### config.mk
export PLATFORM = sky130hd
export DESIGN_NAME = bin2bcd_seq
export DESIGN_NICKNAME = d
export VERILOG_FILES = /design/src/rtl/bin2bcd_seq.sv
export SDC_FILE = /design/constraint.sdc
export NUM_CORES = 1
export LEC_CHECK = 0
export BUFFER_PORTS_ARGS = -buffer_cell sky130_fd_sc_hd__buf_2
export CAP_MARGIN = 10
export CELL_PAD_IN_SITES_DETAIL_PLACEMENT = 1
export CELL_PAD_IN_SITES_GLOBAL_PLACEMENT = 2
export CORE_MARGIN = 5
export CORE_UTILIZATION = 34
export CTS_CLUSTER_DIAMETER = 50
export CTS_CLUSTER_SIZE = 30
export DETAILED_ROUTE_END_ITERATION = 10
export PLACE_DENSITY_LB_ADDON = 0.15
export SYNTH_ARGS = -nofsm -noshare
export SYNTH_HDL_FRONTEND = slang
export SYNTH_SLANG_ARGS = --single-unit
### constraint.sdc
create_clock -name clk -period 1.7 [get_ports clk]
set_input_delay 0.425 -clock clk [delete_from_list [all_inputs] [get_ports clk]]
set_output_delay 0.425 -clock clk [all_outputs]
set_load 0.03 [all_outputs]
### src/rtl/bin2bcd_seq.sv
// Sequential binary-to-BCD converter using shift-and-add-3, one input bit per clock.
// Optional two's-complement input is converted as sign plus magnitude.
module bin2bcd_seq #(
  parameter int BIN_W  = 16,
  parameter int DIGITS = 5,
  parameter int SIGNED = 0
) (
  input  logic                  clk,
  input  logic                  rst_n,
  input  logic                  in_valid,
  output logic                  in_ready,
  input  logic [BIN_W-1:0]      bin_in,
  output logic                  out_valid,
  input  logic                  out_ready,
  output logic [4*DIGITS-1:0]   bcd_out,
  output logic                  sign_out,
  output logic                  overflow,
  output logic [1:0]            state_dbg
);

  localparam int CNT_W = $clog2(BIN_W + 1);
  localparam int BCD_W = 4 * DIGITS;

  typedef enum logic [1:0] {
    IDLE  = 2'd0,
    SHIFT = 2'd1,
    DONE  = 2'd2
  } state_t;

  state_t             state_q, state_d;
  logic [BIN_W-1:0]   shreg_q, shreg_d;
  logic [BCD_W-1:0]   bcd_q, bcd_d;
  logic [CNT_W-1:0]   cnt_q, cnt_d;
  logic               sign_q, sign_d;
  logic               ovf_q, ovf_d;
  logic [BCD_W-1:0]   corr;
  logic               neg;
  logic [BIN_W-1:0]   mag;

  // Handshakes: a transfer happens on a rising edge where valid and ready are both
  // high; the producer holds valid and data stable until that edge.
  assign in_ready  = (state_q == IDLE);
  assign out_valid = (state_q == DONE);
  assign bcd_out   = bcd_q;
  assign sign_out  = sign_q;
  assign overflow  = ovf_q;
  assign state_dbg = state_q;

  assign neg = (SIGNED != 0) & bin_in[BIN_W-1];
  assign mag = neg ? (~bin_in + {{(BIN_W-1){1'b0}}, 1'b1}) : bin_in;

  always_comb begin
    corr = bcd_q;
    for (int i = 0; i < DIGITS; i++) begin
      if (bcd_q[4*i +: 4] >= 4'd5) corr[4*i +: 4] = bcd_q[4*i +: 4] + 4'd3;
    end
  end

  always_comb begin
    state_d = state_q;
    shreg_d = shreg_q;
    bcd_d   = bcd_q;
    cnt_d   = cnt_q;
    sign_d  = sign_q;
    ovf_d   = ovf_q;
    case (state_q)
      IDLE: begin
        if (in_valid) begin
          shreg_d = mag;
          sign_d  = neg;
          bcd_d   = '0;
          ovf_d   = 1'b0;
          cnt_d   = CNT_W'(BIN_W);
          state_d = SHIFT;
        end
      end
      SHIFT: begin
        // A set bit 3 in the top corrected digit is about to leave the register.
        {bcd_d, shreg_d} = {corr[BCD_W-2:0], shreg_q, 1'b0};
        ovf_d = ovf_q | corr[BCD_W-1];
        cnt_d = cnt_q - CNT_W'(1);
        if (cnt_q == CNT_W'(1)) state_d = DONE;
      end
      DONE: begin
        if (out_ready) state_d = IDLE;
      end
      default: state_d = IDLE;
    endcase
  end

  always_ff @(posedge clk or negedge rst_n) begin
    if (!rst_n) begin
      state_q <= IDLE;
      shreg_q <= '0;
      bcd_q   <= '0;
      cnt_q   <= '0;
      sign_q  <= 1'b0;
      ovf_q   <= 1'b0;
    end else begin
      state_q <= state_d;
      shreg_q <= shreg_d;
      bcd_q   <= bcd_d;
      cnt_q   <= cnt_d;
      sign_q  <= sign_d;
      ovf_q   <= ovf_d;
    end
  end

endmodule

**Yosys cells after proc, flatten, opt, wreduce, memory -nomap -nowiden**

Cells that the tools add are included.

- Flip-flop bits (word level): 44
- Latch bits: 0
- Memory bits (writable): 0
- Memory bits (read-only): 0
- Bits of input ports: 20
- Output and inout port bits: 26
- Logic and storage cells: 44
- Memories kept: 0

- Add/subtract/negate cells: 6
- $mul: 0
- Divide/modulo/power cells: 0
- Magnitude comparators: 5
- Eq/ne operators: 6
- Shift operators: 0
- Muxes and demuxes: 17
- Bitwise operators: 1
- Reduce and logical (&&, ||, !) cells: 4

Operators by type and width:

| operator | number |
|---|---|
| $pmux 20 s2 | 1 |
| $pmux 16 s2 | 1 |
| $add 4x2->4 const B | 5 |
| $ge 4x3->1 const B | 5 |
| $mux 20 | 1 |
| $mux 4 | 5 |
| $mux 16 | 1 |
| $pmux 5 s2 | 1 |
| $mux 2 | 3 |
| $pmux 2 s3 | 1 |
| $eq 5x1->1 const B | 1 |
| $mux 5 | 1 |
| $sub 5x1->5 const B | 1 |
| $ne 2x2->1 const B | 2 |
| $reduce_and 3->1 | 1 |
| $eq 2x1->1 const B | 1 |
| $eq 2x2->1 const B | 1 |
| $logic_not 2->1 | 1 |
| $ne 2x1->1 const B | 1 |
| $pmux 1 s2 | 1 |
| $reduce_and 2->1 | 1 |
| $reduce_bool 2->1 | 1 |
| $mux 1 | 1 |
| $or 1x1->1 | 1 |

**Depth between registers and ports, before layout**

Gate-level depths: netlist of the first run.

- Depth after elaboration: 4
- Depth in mapped cells: 6
- Mapped depth without buffers: 6

**Worst setup path after synthesis of the first run**

Ideal clock, no wire load.

- Kind: reg2reg
- Start point: reg state_q[0], in the netlist state_dbg[0]
- End point: reg cnt_q[2]
- Library setup time: 0.127 ns
- Data arrival time: 1.612 ns
- Data required time: 1.573 ns
- Setup slack: -0.040 ns
- Stages on the path, launching flop included: 6
- Buffers on the path: 1
- Period minus slack after synthesis: 1.740 ns
- Cells stage by stage: dfrtp_1 > buf_2 > nor2_1 > nand2_1 > nand3_1 > o21ai_0

- Cells in the longest elaborated chain, start to end: 3
- Elaborated cells on any way between the ends: 6
- Those cells by class: 2 x eq/ne; 1 x mux; 3 x reduce/logical

RTL lines:

| element | RTL line | source |
|---|---|---|
| start: declaration | 30 | `state_t state_q, state_d;` |
| start signal: assignment | 100 | `state_q <= state_d;` |
| $logic_not 2->1 (*) | -- |  |
| named net in_ready | 11 | `output logic in_ready,` |
| $ne 2x2->1 (no source line) or $reduce_bool 2->1 (tied branches) | -- |  |
| $reduce_and 2->1 (no source line) | -- |  |
| end signal: assignment | 103 | `cnt_q <= cnt_d;` |
| end: declaration | 33 | `logic [CNT_W-1:0] cnt_q, cnt_d;` |

Mark *: on every way through the listed nets, which the timed path passes. The rest lies on a longest branch.
A chain may end at the register's enable or synchronous reset.

**Worst setup path after layout of the first run**

- Start point: reg state_q[0], in the netlist state_dbg[0]
- End point: out out_valid

- Cells in the longest elaborated chain, start to end: 1

RTL lines:

| element | RTL line | source |
|---|---|---|
| $eq 2x2->1 | 43 | `assign out_valid = (state_q == DONE);` |
| end: declaration | 13 | `output logic out_valid,` |

No other way between the ends.

==> results of run 1 <==
[power by group]
part	total (mW)	switching [mW]	internal, mW
clock network	0.630	0.350	0.280
registers	1.87	0.390	1.48
logic	2.67	1.62	1.05
[repair_timing]
item | 4_1_cts | 5_1_grt
resized for setup | 1 | 4
cloned | 0 | 0
endpoints found under the setup margin | 1 | 4
setup buffers | 0 | 0
hold buffers | 0 | 0
[metal layers]
metal	GRT usage (%)	up-vias
met5	0	-
met4	2.97	0
met3	3.82	5
met2	22.5	31
met1	19.4	916
li1	-	922
[final cells by class]
cell class / instances / area, µm²
clock inverters: 1 / 5.00
well taps: 80 / 100
flip-flops and latches: 44 / 1100
clock buffers: 6 / 72.6
multi-input cells: 160 / 1080
inverters: 13 / 48.8
fillers: 787 / 3980
repair buffers: 56 / 323
[worst register-to-register path, stage by stage (launching register included)]
cell	delay [ps]
dfrtp_1	410
inv_1	130
ha_1	200
nand2b_1	70
a21oi_1	310
nor3_1	80
a221o_1	260
[per-stage QoR]
stage | total power [mW] | worst slack, ps | TNS, ps | std cells | util, %
detailed placement | 4.55 | 105 | 0 | 353 | 39.3
global placement | 4.51 | 103 | 0 | 353 | 39.3
finish | 5.17 | 70.6 | 0 | 360 | 40.7
global route | 5.64 | -35.2 | -35.2 | 360 | 40.7
floorplan | 3.79 | 44.7 | 0 | 232 | -
CTS | 5.22 | 35.8 | 0 | 360 | 40.5
[worst min path at each step]
stage | slack (ps) | endpoint | depth (start not counted)
5_1_grt | 110 | shreg_q[4] | 2
3_5_place_dp | 430 | shreg_q[3] | 2
6_report | 100 | shreg_q[3] | 2
3_3_place_gp | 430 | shreg_q[3] | 2
4_1_cts | 110 | bcd_out[12] | 2
2_1_floorplan | 130 | bcd_out[0] | 0
[cells in the mapped netlist]
| master | n | share of area [%] |
|---|---|---|
| dfrtp_1 | 44 | 48 |
| o21ai_0 | 25 | 5.4 |
| nand2_1 | 21 | 3.4 |
| a21oi_1 | 19 | 4.1 |
| and3b_1 | 13 | 4.9 |
| inv_1 | 13 | 2.1 |
| ha_1 | 12 | 6.5 |
| buf_2 | 7 | 1.5 |
| nor2_1 | 7 | 1.1 |
| o22ai_1 | 7 | 1.9 |
| a32o_1 | 6 | 2.6 |
| nand2b_1 | 6 | 1.6 |
| o31ai_1 | 6 | 1.9 |
| a221o_1 | 5 | 2.2 |
| nor3_1 | 5 | 1.1 |
| xnor2_1 | 5 | 1.9 |
| xor2_1 | 5 | 1.9 |
| buf_6 | 4 | 1.9 |
| clkbuf_1 | 3 | 0.49 |
| nand3_1 | 3 | 0.65 |
| o32ai_1 | 3 | 1.1 |
| a22oi_1 | 2 | 0.65 |
| nor2b_1 | 2 | 0.54 |
| a22o_1 | 1 | 0.38 |
| and2b_1 | 1 | 0.32 |
| buf_4 | 1 | 0.32 |
| conb_1 | 1 | 0.16 |
| nor3b_1 | 1 | 0.32 |
| nor4b_1 | 1 | 0.38 |
| o21ba_2 | 1 | 0.43 |
| o21bai_1 | 1 | 0.32 |
| or4_1 | 1 | 0.32 |
[flip-flops by register name, summed over array words and instances (netlist names)]
signal,cells
bcd_out,20
cnt_q,5
overflow,1
shreg_q,16
state_dbg,2
[kinds of logic after synthesis]
family | after synthesis | share of synthesized area [%]
AO/OA/AOI/OAI | 76 | 21.0
XOR/XNOR | 10 | 3.78
adder cells (fa/ha/maj) | 12 | 6.48
buffers and inverters | 28 | 6.37
flip-flops | 44 | 47.5
other | 1 | 0.162
AND/OR/NAND/NOR | 61 | 14.7
[placed cells by master, fill, tap and decap left out, drive strengths merged, types with 2 or more instances in the layout]
master,synthesis,routed
nand2b,6,6
inv,13,13
and3b,13,13
xor2,5,5
nor2b,2,2
a22oi,2,2
o32ai,3,3
xnor2,5,5
nand3,3,3
o22ai,7,7
a21oi,19,19
ha,12,12
nor2,7,7
buf,12,56
a221o,5,5
nand2,21,21
a32o,6,6
o31ai,6,6
clkbuf,3,6
o21ai,25,25
nor3,5,5
dfrtp,44,44
==> reports/qor.yml, run 1 <==
outcome:
  status: "completed"
sta:
  timing.final.crit_period_ps: 1630
  max_freq_ghz: 0.614
  hold_viol: 0
  finalSetupViolCount: 0
  whs_ps: 101
  drv_slew: 0
  fin_skew_ps: 6.25
  finalCritPeriodShare_pct: 95.8
  grt_setup_unrepaired: "yes"
power:
  leakagePower_nw: 1.32
  power_density_nw_per_um2: 1890
  max-vdd-ir-drop_v: 0.000673
floorplan:
  coreArea_um2: 6720
  dieArea_um2: 8570
  pin_count: 46
  dieWidth_um: 92.6
  die_h_um: 92.6
  num_rows: 30
  initial_core_util_pct: 34.5
critical_path:
  startpoint_type: "register"
  path_depth: 2
  critPathCapture: "out_valid"
  cp_num_buf_inv: 1
  cp_top_family: "flip-flops"
  rr_worst_depth: 6
  cp.arrival_ps: 1200
  r2r_end: "bcd_out[10]"
  critPathRequiredTime_ps: 1270
  crit_slowest_cell: "dfrtp_2"
  critPathMaxFanout: 11
  cp-startpoint: "state_dbg[0]"
  r2r_slack_ps: 140
  critical-path-max-stage-delay_ps: 500
  reg2reg_from: "bcd_out[8]"
  crit_type: "register to primary output"
  crit_path_end_kind: "primary output"
  crit_chain: "nor2b_1 > buf_2"
drt:
  dr.pass1.iters: 4
  route.layer.met1.wl_um: 2810
  highest_layer: "met4"
  num_vias: 1874
  route.met3.wl_um: 260
  vias_per_cell: 5.21
  drtAntennaViolNets: 0
  wl_per_cell_um: 16.2
  wl_met2_um: 2710
  dr.first_iter.drc_count: 72
  post-route-drc-count: 0
  routed_wl_um: 5820
logic_synthesis:
  avgSynthCellArea_um2: 9.99
  yosysWarningCount: 0
  synth_seq_cells: 44
  synth.distinct_cells: 32
  syn-cell-area_um2: 2320
  ys_seq_area_share_pct: 47.5
  syn_inst: 232
  synthesis.nets: 264
placed_design:
  place_area_um2: 2640
  dp_hpwl_um: 4040
  gp_congestion: 0.759
  port_buffers: 44
global_route:
  grt_max_degree: 45
  grt_pass1_vias: 1914
  grtUsageTotal_pct: 14.2
  grt_pass1_wl_um: 9740
  globalRouteOverflowTotal: 0
  antenna_found_initial: 0
finish:
  diodes: 0
  finalNetCount: 312
  area_growth_pct: 18.0
  fin_area_um2: 2740
  drive_above_1_share_pct: 24.6
cts:
  htreeDepth: 2
  cts_tree: "built"
  cts.sinks: 44
  path_clk_slew_ps: 80
  clk_latency_ps: 290
  cts_buffer_depth: 2
  cts_buffers: 5
  cts_root_buf: "clkbuf_8"
job:
  max_cap_viol_count: 0
hold_path:
  worstHoldPathType: "primary input to async pin"
Power figures use the tool's default switching activity.
==> run 2: changes to the inputs <==
- CORE_UTILIZATION: 34 -> 31
- clock period: 1.7 -> 1.3 ns (I/O delays scaled with it)
==> reports/qor.yml, run 2 (same netlist as run 1, synthesis figures left out) <==
outcome:
  status: "complete, but fails checks"  # was completed
  violations: "setup timing"
drt:
  dr.first_iter.drc_count: 63  # was 72
  vias_per_cell: 4.99  # was 5.21
  wl_per_cell_um: 18.7  # was 16.2 µm
  post-route-drc-count: 0  # unchanged
  num_vias: 2304  # was 1,874
  dr.pass1.iters: 4  # unchanged
  drtAntennaViolNets: 0  # unchanged
  routed_wl_um: 8660  # was 5820 µm
finish:
  area_growth_pct: 86.7  # was 18.0%
  drive_above_1_share_pct: 69.4  # was 24.6%
  final_common_cell: "buf_4"  # was buf_2
  fillers: 769  # was 787
  finalNetCount: 394  # was 312
  diodes: 0  # unchanged
  largest_register_ffs: 20  # unchanged
  layout_common_cells: "buf_4, buf_6, dfrtp_2, dfrtp_1, buf_2"  # was buf_2, dfrtp_1, o21ai_0
  fin_area_um2: 4330  # was 2740 µm²
  final_core_util_pct: 59.7  # was 40.7%
floorplan:
  initial_core_util_pct: 31.9  # was 34.5%
  num_rows: 31  # was 30
  die_h_um: 96.5  # was 92.6 µm
  coreArea_um2: 7250  # was 6720 µm²
  pin_count: 46  # unchanged
  dieWidth_um: 96.5  # was 92.6 µm
  dieArea_um2: 9300  # was 8570 µm²
critical_path:
  critPathMaxFanout: 4  # was 11
  critPathRequiredTime_ps: 980  # was 1270 ps
  crit_type: "register to primary output"  # unchanged
  rr_worst_depth: 5  # was 6
  crit_path_end_kind: "primary output"  # unchanged
  startpoint_type: "register"  # unchanged
  cp.arrival_ps: 1180  # was 1200 ps
sta:
  fin_skew_ps: 12.1  # was 6.25 ps
  finalCritPeriodShare_pct: 116
  timing.final.crit_period_ps: 1510
  max_freq_ghz: 0.663
  layout_setup_ws_ps: -209  # was 70.6 ps
  fin_setup_tns_ps: -3410  # was 0 ps
  grt_setup_unrepaired: "yes"  # unchanged
  hold_viol: 0  # unchanged
  finalSetupViolCount: 42  # was 0
  drv_slew: 0  # unchanged
cts:
  cts_buffer_depth: 2  # unchanged
  htreeDepth: 2  # unchanged
  cts_root_buf: "clkbuf_8"  # unchanged
  path_clk_slew_ps: 90  # was 80 ps
  clk_latency_ps: 310  # was 290 ps
  cts.sinks: 44  # unchanged
  cts_tree: "built"  # unchanged
  cts_buffers: 5  # unchanged
job:
  max_cap_viol_count: 0  # unchanged
global_route:
  grt_pass1_wl_um: 11300  # was 9740 µm
  grt_pass1_vias: 2273  # was 1,914
  globalRouteOverflowTotal: 0  # unchanged
  grt_max_degree: 45  # unchanged
  antenna_found_initial: 0  # unchanged
  grtUsageTotal_pct: 15.9  # was 14.2%
power:
  leakagePower_nw: 1.91  # was 1.32 nW
  max-vdd-ir-drop_v: 0.00114  # was 0.000673 V
  power_density_nw_per_um2: 2640  # was 1890 nW/µm²
placed_design:
  port_buffers: 44  # unchanged
  dp_hpwl_um: 4620  # was 4040 µm
  gp_congestion: 0.738  # was 0.759
  place_area_um2: 3220  # was 2640 µm²
hold_path:
  worstHoldPathType: "primary input to register"  # was primary input to async pin
  whs_path_depth: 2
==> run 2: area by class of cell <==
class                      instances  area, µm²  share of cell area, %
clock buffer                       6       72.6                   1.68
clock inverter                     2       35.0                  0.810
inverter                          13       61.3                   1.42
multi-input combinational        162       1680                   38.7
sequential                        44       1130                   26.1
tap                               99        124                   2.86
timing repair buffer             136       1230                   28.4
==> run 2: worst paths after layout <==
check | from | end | slack [ps]
worst min-delay path | bin_in[0] | shreg_q[0] | 290
worst max register to register | state_dbg[1] | cnt_q[3] | -190
worst min register to register | shreg_q[9] | shreg_q[9] | 510
min in group asynchronous | rst_n | shreg_q[11] | 530
max in group asynchronous | rst_n | bcd_out[16] | 500
worst max-delay path | state_dbg[0] | in_ready | -210
==> run 2: metal layers <==
metal / wire length [µm] / track usage, % / vias up
met4: 148 / 5.37 / 0
met5: 0 / 0 / -
li1: - / - / 1097
met2: 4450 / 26.6 / 47
met1: 3800 / 20.5 / 1149
met3: 264 / 3.10 / 11
==> run 2: repair_timing <==
action                     CTS  global route
gates resized for setup     67           104
hold endpoints to repair    27             0
setup endpoints to repair   38            61
pin swaps                   10            33
setup buffers               11            37
hold buffers                 1             0
cloned                       1             4
==> run 2: stage by stage <==
step,std cells,hold slack (ps),setup WS [ps],total power [mW]
after floorplan,232,29.4,-105,5.72
after global placement,404,329,-55.6,7.28
after detailed placement,404,327,-75.7,7.38
after CTS,425,266,-188,9.38
after global routing,462,280,-265,12.1
final,462,291,-209,11.4
==> run 2: report_power, final <==
| part | total (mW) | switching, mW | internal [mW] |
|---|---|---|---|
| clock network | 1.09 | 0.519 | 0.572 |
| registers | 2.61 | 0.635 | 1.98 |
| logic | 7.70 | 3.68 | 4.02 |
==> run 2: worst max-delay path, stage by stage (launching register included) <==
cell	delay, ps
dfrtp_2	460
buf_6	140
nor2_4	130
buf_6	140
